==> src/rtl/inst_fetch_unit.sv <==
// PC register and IF/ID pipeline register for an async-read instruction ROM.
// Define FETCH_PERF_CNT_EN to add fetch/bubble performance counters.
module inst_fetch_unit #(
  parameter logic [31:0] RESET_PC   = 32'h0000_0000,
  parameter int unsigned ROM_ADDR_W = 8,
  parameter logic [31:0] NOP_INST   = 32'h0000_0000
) (
  input  logic        clk,
  input  logic        rst_n,
  output logic [31:0] pc_addr,
  input  logic [31:0] rom_inst,
  input  logic        stall,
  input  logic        branch_taken,
  input  logic [15:0] branch_imm16,
  input  logic        jump,
  input  logic [25:0] jump_index26,
  output logic [31:0] if_id_inst,
  output logic [31:0] if_id_pc_plus4,
  output logic        if_id_valid,
  output logic        fetch_oob
`ifdef FETCH_PERF_CNT_EN
  ,
  output logic [31:0] perf_fetch_cnt,
  output logic [31:0] perf_bubble_cnt
`endif
);

  typedef struct packed {
    logic [31:0] inst;
    logic [31:0] pc_plus4;
    logic        valid;
  } if_id_t;

  localparam logic [31:0] RST_PC = {RESET_PC[31:2], 2'b00};
  localparam int unsigned OOB_SH = ROM_ADDR_W + 2;

  logic [31:0] pc_q;
  logic [31:0] pc_d;
  if_id_t      if_id_q;
  if_id_t      if_id_d;

  logic [31:0] pc_plus4;
  logic [31:0] br_off;
  logic [31:0] br_tgt;
  logic [31:0] jmp_tgt;

  logic sel_hold;
  logic sel_jmp;
  logic sel_br;
  logic sel_seq;

  // One-hot selects encode the stall > jump > branch > sequential priority
  assign sel_hold = stall;
  assign sel_jmp  = !stall && jump;
  assign sel_br   = !stall && !jump && branch_taken;
  assign sel_seq  = !stall && !jump && !branch_taken;

  assign pc_plus4 = pc_q + 32'd4;
  assign br_off   = {{14{branch_imm16[15]}}, branch_imm16, 2'b00};
  assign br_tgt   = (if_id_q.pc_plus4 + br_off) & 32'hFFFF_FFFC;
  assign jmp_tgt  = {if_id_q.pc_plus4[31:28], jump_index26, 2'b00};

  always_comb begin
    pc_d    = pc_q;
    if_id_d = if_id_q;
    unique case (1'b1)
      sel_hold: begin
        pc_d    = pc_q;
        if_id_d = if_id_q;
      end
      sel_jmp: begin
        pc_d          = jmp_tgt;
        if_id_d.inst  = NOP_INST;
        if_id_d.valid = 1'b0;
      end
      sel_br: begin
        pc_d          = br_tgt;
        if_id_d.inst  = NOP_INST;
        if_id_d.valid = 1'b0;
      end
      sel_seq: begin
        pc_d             = pc_plus4;
        if_id_d.inst     = rom_inst;
        if_id_d.pc_plus4 = pc_plus4;
        if_id_d.valid    = 1'b1;
      end
      default: begin
        pc_d    = pc_q;
        if_id_d = if_id_q;
      end
    endcase
  end

  always_ff @(posedge clk or negedge rst_n) begin
    if (!rst_n) begin
      pc_q             <= RST_PC;
      if_id_q.inst     <= NOP_INST;
      if_id_q.pc_plus4 <= 32'd0;
      if_id_q.valid    <= 1'b0;
    end else begin
      pc_q    <= pc_d;
      if_id_q <= if_id_d;
    end
  end

  assign pc_addr        = pc_q;
  assign if_id_inst     = if_id_q.inst;
  assign if_id_pc_plus4 = if_id_q.pc_plus4;
  assign if_id_valid    = if_id_q.valid;
  assign fetch_oob      = (pc_q >> OOB_SH) != 32'd0;

`ifdef FETCH_PERF_CNT_EN
  logic [31:0] fetch_cnt_q;
  logic [31:0] bubble_cnt_q;

  always_ff @(posedge clk or negedge rst_n) begin
    if (!rst_n) begin
      fetch_cnt_q  <= 32'd0;
      bubble_cnt_q <= 32'd0;
    end else begin
      if (sel_seq) begin
        fetch_cnt_q <= fetch_cnt_q + 32'd1;
      end
      if (!sel_seq) begin
        bubble_cnt_q <= bubble_cnt_q + 32'd1;
      end
    end
  end

  assign perf_fetch_cnt  = fetch_cnt_q;
  assign perf_bubble_cnt = bubble_cnt_q;
`endif

endmodule

==> config.mk <==
export PLATFORM = sky130hd
export DESIGN_NAME = inst_fetch_unit
export DESIGN_NICKNAME = d
export VERILOG_FILES = /design/src/rtl/inst_fetch_unit.sv
export SDC_FILE = /design/constraint.sdc
export NUM_CORES = 1
export LEC_CHECK = 0
export BUFFER_PORTS_ARGS = -buffer_cell sky130_fd_sc_hd__buf_2
export CAP_MARGIN = 20
export CORE_ASPECT_RATIO = 1.75
export CORE_UTILIZATION = 55
export DETAILED_ROUTE_END_ITERATION = 6
export GPL_ROUTABILITY_DRIVEN = 0
export PLACE_DENSITY = 0.91
export RECOVER_POWER = 100
export SKIP_LAST_GASP = 1
export SYNTH_ARGS = -nofsm -noshare
export SYNTH_HDL_FRONTEND = slang
export SYNTH_SLANG_ARGS = --single-unit
==> constraint.sdc <==
create_clock -name clk -period 3.5 [get_ports clk]
set_input_delay 0 -clock clk [delete_from_list [all_inputs] [get_ports clk]]
set_output_delay 0 -clock clk [all_outputs]
set_load 0.02 [all_outputs]
== Word-level counts from Yosys, hierarchy flattened ==
Cells that the tools add are included.

* Output and inout bits: 98
* Bits in registers: 97
* Input bits: 79
* Logic and storage cells: 20

* Muxes and demuxes: 3
* Reduce and logical (&&, ||, !) cells: 11
* Add/sub/neg operators: 2

{| class="wikitable"
|+ Operators with widths
! kind !! number
|-
| $pmux 32 s3 || 1
|-
| $pmux 32 s2 || 1
|-
| $add 32x3->32 const B || 1
|-
| $add 32x32->32 || 1
|-
| $reduce_bool 32->1 || 1
|-
| $logic_and 1x1->1 || 4
|-
| $logic_not 1->1 || 3
|-
| $reduce_bool 3->1 || 1
|-
| $pmux 1 s2 || 1
|-
| $reduce_bool 2->1 || 1
|-
| $reduce_or 2->1 || 1
|}

== Logic depth before layout (Yosys ltp) ==
Gate-level depths: netlist (run 1).

* Depth in word-level cells: 5
* Depth in mapped cells: 10
* Mapped depth without buffers: 10

== Least setup slack after synthesis (run 1) ==
Ideal clock, no wire load.

* Path kind: flip-flop to flip-flop
* From: register if_id_q (netlist bit if_id_pc_plus4[9])
* To: register pc_q[28] (netlist: pc_addr[28])
* Period minus slack after synthesis: 2.327 ns
* Path slack: 1.173 ns
* Required time: 3.405 ns
* Arrival time: 2.232 ns
* Setup time: 0.095 ns
* Buffers on the path: 1
* Stages on the path, launching flop included: 9
* Path through: dfrtp_1 -> ha_1 -> buf_6 -> a2111o_1 -> o211a_1 -> nor4_2 -> o32ai_1 -> xnor2_1 -> o31ai_1

* Word-level cells in the longest chain between the ends: 2

{| class="wikitable"
|+ Ends and longest elaborated chain
! item !! line !! source
|-
| from (decl) || 39 || <nowiki>if_id_t if_id_q;</nowiki>
|-
| from (signal assigned) || 102 || <nowiki>if_id_q <= if_id_d;</nowiki>
|-
| $add 32x32->32 || 60 || <nowiki>assign br_tgt = (if_id_q.pc_plus4 + br_off) & 32'hFFFF_FFFC;</nowiki>
|-
| $pmux 32 s3 || 66 || <nowiki>unique case (1'b1)</nowiki>
|-
| to (signal assigned) || 101 || <nowiki>pc_q <= pc_d;</nowiki>
|-
| to (decl) || 37 || <nowiki>logic [31:0] pc_q;</nowiki>
|}

No other way between the ends.
A chain may end at the register's enable or synchronous reset.

== Final worst setup path (run 1) ==
* From: input port jump
* To: register if_id_q (netlist bit if_id_pc_plus4[17])

* Word-level cells in the longest chain between the ends: 3

{| class="wikitable"
|+ Ends and longest elaborated chain
! item !! line !! source
|-
| from (decl) || 15 || <nowiki>input logic jump,</nowiki>
|-
| $logic_not 1->1 || 56 || <nowiki>assign sel_seq = !stall && !jump && !branch_taken;</nowiki>
|-
| $logic_and 1x1->1 (2 in a row) || 56 ||
|}

No other way between the ends.

==> impl_metrics.yaml, run 1 <==
setup_path:
  critPathMaxFanout: 31
  path_buf_inv: 3
  rr_worst_depth: 10
  worstSetupEndpointType: "flip-flop"
  r2r_start: "if_id_pc_plus4[2]$_DFFE_PN0P_"
  regToRegEndpoint: "pc_addr[26]$_DFFE_PN0P_"
  critPathTopFamily: "buffers and inverters"
  arrival_ns: 3.17
  slowest_delay_ns: 1.23
  cp_slowest_cell: "clkbuf_1"
  cp_cell_sequence: "clkbuf_1, nor2_1, nand2_1, buf_4, clkbuf_1, o21ai_0"
  crit_type: "input pin to flip-flop"
  crit_required_ns: 3.71
  path_common_cell: "clkbuf_1"
  r2r_setup_slack_ns: 0.64
  cp_num_cells: 6
  startpoint_type: "input pin"
synth:
  ys_warn_count: 0
  synth.most_common_cell: "nand2_1"
  yosys_register_bits: 93
  syn_inst: 796
  synthTopCellsByArea: "dfrtp_1 (36%), nand2_1 (8.8%), o21ai_0 (7.0%)"
  synth_top_area_share_pct: 35.8
  synthFlopType: "dfrtp_1"
  avgSynthCellArea_um2: 8.16
  synth_async_sr_flop_share_pct: 100
  synth_area_um2: 6490
  yosysTopAreaCell: "dfrtp_1"
  ys_types: 71
  synth_common_cells: "nand2_1 (152), dfrtp_1 (93), o21ai_0 (91), a21oi_1 (52), nor2_1 (48)"
  ys_seq_area_share_pct: 35.8
  synth-edff-count: 0
sta:
  max_slew_margin_pct: -65.6
  tightest_slew_ns: 2.48
  fin_crit_sh_pct: 84.4
  clock_skew_ns: 0.00872
  hold_violations: 0
  period_minus_slack_ns: 2.95
  whs_ns: 0.00941
  rsz0062_at_grt: "false"
  slew_viol_final: 170
  setup_viol: 0
  final.setup.tns_ns: 0
  fin_ws_ns: 0.546
  fmax_ghz: 0.339
detailed_routing:
  drt-initial-drc-count: 781
  wl_per_cell_um: 20.9
  via_per_inst: 6.48
  finalWirelength_mm: 23.3
  vias: 7216
  first_pass_iters: 7
  drc: 16
  ant_nets: 0
flow_run:
  cap_viol_max_count: 3
global_routing:
  grt_use_met3_pct: 8.85
  busiest_layer: "met2"
  grt_max_degree: 73
  gr-usage-met2_pct: 65.6
  track_usage_pct: 38.4
  grt_pass1_wl_mm: 36.8
  antenna_found_initial: 0
  gr-usage-met1_pct: 41.2
  globalRouteOverflowTotal: 0
  grt_pass1_vias: 7432
clock_tree:
  post_cts_buffers: 0
  cts_max_level: 3
  clockBufferDepth: 2
  clk_latency_ns: 0.36
  cts_tree: "built"
  clk_pin_slew_worst_paths_ns: 0.08
  clockRootBuffer: "clkbuf_16"
  numCtsBuffers: 9
  clock-sinks: 93
cells_and_area:
  fill_cells: 909
  fin_util_pct: 68.6
  final_area_um2: 7910
  antenna_cells: 0
  instances_no_fill: 1113
  drive_above_1_share_pct: 11.9
  area_delta_synth_final_pct: 21.7
  fin_nets: 1083
die:
  start_util_pct: 56.4
  core_um2: 11500
  rows: 52
  io_pins: 177
  dieArea_um2: 12300
  chipHeight_um: 146
  dieWidth_um: 84.1
placed_design:
  post-place-ws_ns: 0.937
  dp.cells: 1057
  place_area_um2: 7340
  dpl.hpwl_mm: 15.3
  port_buffers: 172
pwr:
  total_power_mw: 4.59
  switching_share_pct: 45.4
  vdd_drop_max_mv: 0.318
  leakagePower_nw: 3.47
  power_density_nw_per_um2: 580
  power.internal_mw: 2.51
  comb_power_share_pct: 43.2
  power_frac_clock_pct: 22.6
  seq_power_share_pct: 34.2
  p_switching_mw: 2.08
outcome:
  outcome: "finished with violations"
  violations: "design-rule violations, max-capacitance violations, max-slew violations"
hold_path:
  min-delay-start: "jump_index26[5]"
  min_path_cells: 4
  min_to: "pc_addr[7]$_DFFE_PN0P_"
  hp-class: "input pin to flip-flop"
-- registers in the layout, summed over array words and instances, names as in the netlist --
signal / flops
if_id_inst: 32
if_id_pc_plus4: 30
pc_addr: 30
if_id_valid: 1
-- layout by cell type, fill, tap and decap left out, types with 5 or more instances in the layout --
cell and instances:
a221oi_1 8, xor2_1 19, nand4_1 15, ha_1 30, nand3_1 16, clkbuf_16 9, a211oi_1 8, dlygate4sd3_1 40
buf_2 76, o31a_1 6, nand2b_1 5, dfrtp_1 93, or3_1 6, a31oi_1 7, o221ai_1 5, nor3_1 13
o21ai_0 93, nor2_1 48, a21oi_1 52, clkbuf_1 97, mux2i_1 7, o21a_1 8, a21o_1 20, nand2_1 152
nor4_1 9, o211ai_1 5, o31ai_1 5, xnor2_1 27, inv_1 13, and3_1 10
-- worst reg2reg max path: cells and delay by family, from the launching register on --
kind | cells | cell delay [ns]
AOI/OAI and AO/OA | 5 | 1.18
adders and majority gates | 2 | 0.42
buffers and inverters | 1 | 0.07
DFF | 1 | 0.41
and+or+nand+nor | 2 | 0.69
-- cells by family (layout without fill, tap and decap cells) --
group,after synthesis,after routing,synth area share (%)
AND/OR/NAND/NOR,300,300,22.1
AO/OA/AOI/OAI,245,245,23.4
flip-flops,93,93,35.8
buffers and inverters,70,249,4.70
XOR/XNOR,46,46,6.20
adder cells (fa/ha/maj),31,31,6.09
multiplexers,10,10,1.66
other,1,4,0.0577
-- worst max-delay path by stage --
| stage | start | to | slack (ns) |
|---|---|---|---|
| 6_report | jump | if_id_pc_plus4[17]$_DFFE_PN0P_ | 0.55 |
| 5_1_grt | jump | if_id_pc_plus4[17]$_DFFE_PN0P_ | 0.40 |
| 4_1_cts | if_id_pc_plus4[2]$_DFFE_PN0P_ | pc_addr[28]$_DFFE_PN0P_ | 0.93 |
| 3_5_place_dp | if_id_pc_plus4[2]$_DFFE_PN0P_ | pc_addr[28]$_DFFE_PN0P_ | 0.94 |
| 3_3_place_gp | if_id_pc_plus4[2]$_DFFE_PN0P_ | pc_addr[22]$_DFFE_PN0P_ | 1.04 |
| 2_1_floorplan | if_id_pc_plus4[9]$_DFFE_PN0P_ | pc_addr[28]$_DFFE_PN0P_ | 1.17 |
-- routing by layer --
layer | routed length, um | share of wire [%]
met3 | 2120 | 9.1
met1 | 7940 | 34
met5 | 0 | 0
met2 | 11400 | 49
met4 | 1790 | 7.7
-- power by group through the flow --
stage | Sequential, mW | Combinational [mW] | Clock (mW)
2_1_floorplan | 1.70 | 1.20 | 0
3_3_place_gp | 1.56 | 1.89 | 0
3_5_place_dp | 1.57 | 1.93 | 0
4_1_cts | 1.55 | 1.99 | 1.03
5_1_grt | 1.60 | 2.15 | 1.07
6_report | 1.57 | 1.98 | 1.04
-- cell type report --
| class | instances | area, um^2 | area share [%] |
|---|---|---|---|
| flip-flops and latches | 93 | 2330 | 29.4 |
| inverters | 14 | 52.6 | 0.665 |
| clock inverters | 7 | 91.3 | 1.16 |
| clock buffers | 9 | 225 | 2.85 |
| repair buffers | 219 | 1180 | 15.0 |
| well taps | 135 | 169 | 2.14 |
| multi-input cells | 636 | 3850 | 48.8 |
-- repair_timing --
item                      in CTS  in global routing
hold endpoints to repair     102                  0
hold buffers                  40                  0
gates resized for setup        0                  0
Note: power is estimated with default switching activity, not from simulation.
==> inputs of run 2 (changes only) <==
- ABC_AREA: unset -> 1
- CORE_UTILIZATION: 55 -> 49
- PLACE_DENSITY: 0.91 -> 0.85
- clock period: 3.5 -> 2.55 ns (I/O delays scaled with it)
==> run 2 against run 1 <==
Utilization fell by 6.7 points; the run now ends clean; count of clock-buffer cells in the layout did not move; flip-flop and latch count unchanged; critical path type is now flip-flop to flip-flop; clock skew is 0.0021 ns higher; area after synthesis grew 8.0%; non-clock buffer count is 6 higher; largest cell class unchanged; largest power group unchanged; critical path depth is 8 higher; clock power is 32% higher; via count increased by 13%; critical endpoint is now pc_addr[21]$_DFFE_PN0P_; cell count rose by 32%.
==> impl_metrics.yaml, run 2 <==
outcome:
  outcome: "completed"
cells_and_area:
  fill_cells: 1334
  drive_above_1_share_pct: 9.78
  area_delta_synth_final_pct: 22.8
  instances_no_fill: 1466
  most-common-layout-cells: "nand2_1 (417), inv_1 (146), clkbuf_1 (96)"
  largest_reg_flops: 32
  fin_nets: 1394
  final_common_cell: "nand2_1"
  antenna_cells: 0
sta:
  hold_violations: 0
  setup_viol: 0
  slew_viol_final: 0
  max_slew_margin_pct: 24.2
  final.setup.tns_ns: 0
  clock_skew_ns: 0.0108
  fin_crit_sh_pct: 89.2
  rsz0062_at_grt: "false"
  fin_ws_ns: 0.275
  tightest_slew_ns: 1.14
  period_minus_slack_ns: 2.27
  fmax_ghz: 0.440
detailed_routing:
  first_pass_iters: 5
  drt-initial-drc-count: 612
  wl_per_cell_um: 16.9
  drc: 0
  vias: 8132
  via_per_inst: 5.55
  ant_nets: 0
  finalWirelength_mm: 24.7
synth:
  ys_types: 47
  ys_warn_count: 0
  synthFlopType: "dfrtp_1"
  synth_top_area_share_pct: 33.2
  synth_compound_area_share_pct: 12.0
  synthTopCellsByArea: "dfrtp_1 (33%), nand2_1 (22%), inv_1 (7.8%)"
  synth_top_family_by_area: "simple AND/OR/NAND/NOR gates"
  synth-edff-count: 0
  ys_seq_area_share_pct: 33.2
  synth_common_cells: "nand2_1 (416), inv_1 (145), dfrtp_1 (93), nor2_1 (81), nand3_1 (73)"
  synth-simple-area-share_pct: 37.8
  synth_area_um2: 7010
  avgSynthCellArea_um2: 6.54
  synth_async_sr_flop_share_pct: 100
  synthMuxAreaShare_pct: 0.143
  yosys_register_bits: 93
  synth-xor-area-share_pct: 0.749
  synthAdderAreaFrac_pct: 5.64
  syn_inst: 1073
  synth.most_common_cell: "nand2_1"
  yosysTopAreaCell: "dfrtp_1"
clock_tree:
  cts_max_level: 3
  clockRootBuffer: "clkbuf_16"
  clockBufferDepth: 2
  clk_pin_slew_worst_paths_ns: 0.08
  numCtsBuffers: 9
  clk_latency_ns: 0.35
  cts_tree: "built"
  clock-sinks: 93
  cts_resized: 0
global_routing:
  antenna_found_initial: 0
  grt_pass1_vias: 8217
  track_usage_pct: 34.9
  grt_max_degree: 52
  grt_pass1_wl_mm: 40.0
  globalRouteOverflowTotal: 0
setup_path:
  path_buf_inv: 0
  cp_cell_sequence: "ha_1, nand2_1, nor2_1, nand3_1, nand2_1, nand2_1, nand2_1, nand2_1, nand2_1, nand2_1, nand3_1, nand2_1, nand2_1, nand2_1"
  regToRegEndpoint: "pc_addr[21]$_DFFE_PN0P_"
  slowest_delay_ns: 0.43
  cp-startpoint: "if_id_pc_plus4[7]$_DFFE_PN0P_"
  cp_num_cells: 14
  rr_worst_depth: 14
  crit_required_ns: 2.79
  startpoint_type: "flip-flop"
  critPathTopFamily: "simple AND/OR/NAND/NOR gates"
  arrival_ns: 2.51
  worstSetupEndpointType: "flip-flop"
  critPathMaxFanout: 5
  path_common_cell: "nand2_1"
  crit_type: "flip-flop to flip-flop"
  setup.worst_path.end: "pc_addr[21]$_DFFE_PN0P_"
  cp_slowest_cell: "dfrtp_1"
  r2r_setup_slack_ns: 0.28
  r2r_start: "if_id_pc_plus4[7]$_DFFE_PN0P_"
die:
  io_pins: 177
  dieWidth_um: 92.4
  start_util_pct: 50.4
  core_um2: 13900
  chipHeight_um: 160
  dieArea_um2: 14800
  rows: 57
placed_design:
  dpl.hpwl_mm: 18.5
  dp.cells: 1405
  port_buffers: 172
  post-place-ws_ns: 0.357
hold_path:
  min-delay-start: "jump_index26[17]"
  hp-class: "input pin to flip-flop"
flow_run:
  cap_viol_max_count: 0
pwr:
  total_power_mw: 5.47
  power_density_nw_per_um2: 635
  vdd_drop_max_mv: 0.409
  leakagePower_nw: 4.69
run 2: where the power goes:
| part | switching, mW | internal, mW | total [mW] |
|---|---|---|---|
| sequential | 0.243 | 1.66 | 1.90 |
| combinational | 1.48 | 0.716 | 2.19 |
| clock | 0.673 | 0.700 | 1.37 |
| total | 2.39 | 3.08 | 5.47 |
run 2: per-layer routing:
layer	wire length, um	track usage [%]	vias to the layer above
met1	8650	37.5	3699
met4	2040	26.6	0
met5	0	0	-
met3	1680	5.14	149
li1	-	-	3833
met2	12300	60.3	451
run 2: worst min-delay path, stage by stage:
cell,delay [ns]
buf_2,0.08
nand2_1,0.05
nand2_1,0.08
nand2_1,0.05
o21ai_0,0.07
run 2: cell families (layout without fill, tap and decap cells):
kind of cell | after synthesis | in the layout
simple gates | 629 | 629
buf+inv | 177 | 390
compound gates | 135 | 135
flops | 93 | 93
fa+ha+maj | 31 | 31
xor+xnor | 6 | 6
other cells | 1 | 4
mux | 1 | 1
run 2: stage by stage:
step | util, % | cell area (um^2) | hold slack, ns
floorplan | - | 7020 | -0.296
global placement | 57.6 | 8010 | 0.0327
detailed placement | 57.6 | 8010 | 0.0339
CTS | 63.0 | 8760 | 0.00239
global route | 61.9 | 8610 | 0.0326
finish | 61.9 | 8610 | 0.0135
run 2: final cells by class:
type	count	area, um^2	share of cell area [%]
sequential	93	2330	27.0
clock inverter	7	76.3	0.886
tap	177	221	2.57
timing repair buffer	225	1240	14.4
inverter	149	564	6.55
clock buffer	9	225	2.62
multi-input combinational	806	3950	45.9
run 2: how the worst min path moves through the flow:
stage                                     to  depth (start not counted)  slack [ns]
2_1_floorplan      if_id_inst[0]$_DFFE_PN0P_                          0       -0.30
3_3_place_gp   if_id_pc_plus4[5]$_DFFE_PN0P_                          1        0.03
3_5_place_dp   if_id_pc_plus4[8]$_DFFE_PN0P_                          1        0.03
4_1_cts              pc_addr[14]$_DFFE_PN0P_                          3       0.002
5_1_grt               pc_addr[8]$_DFFE_PN0P_                          3        0.03
6_report             pc_addr[19]$_DFFE_PN0P_                          5        0.01
run 2: what timing repair did:
item,4_1_cts,5_1_grt
endpoints found under the hold margin,86,0
hold buffers,45,0
setup buffers,0,0
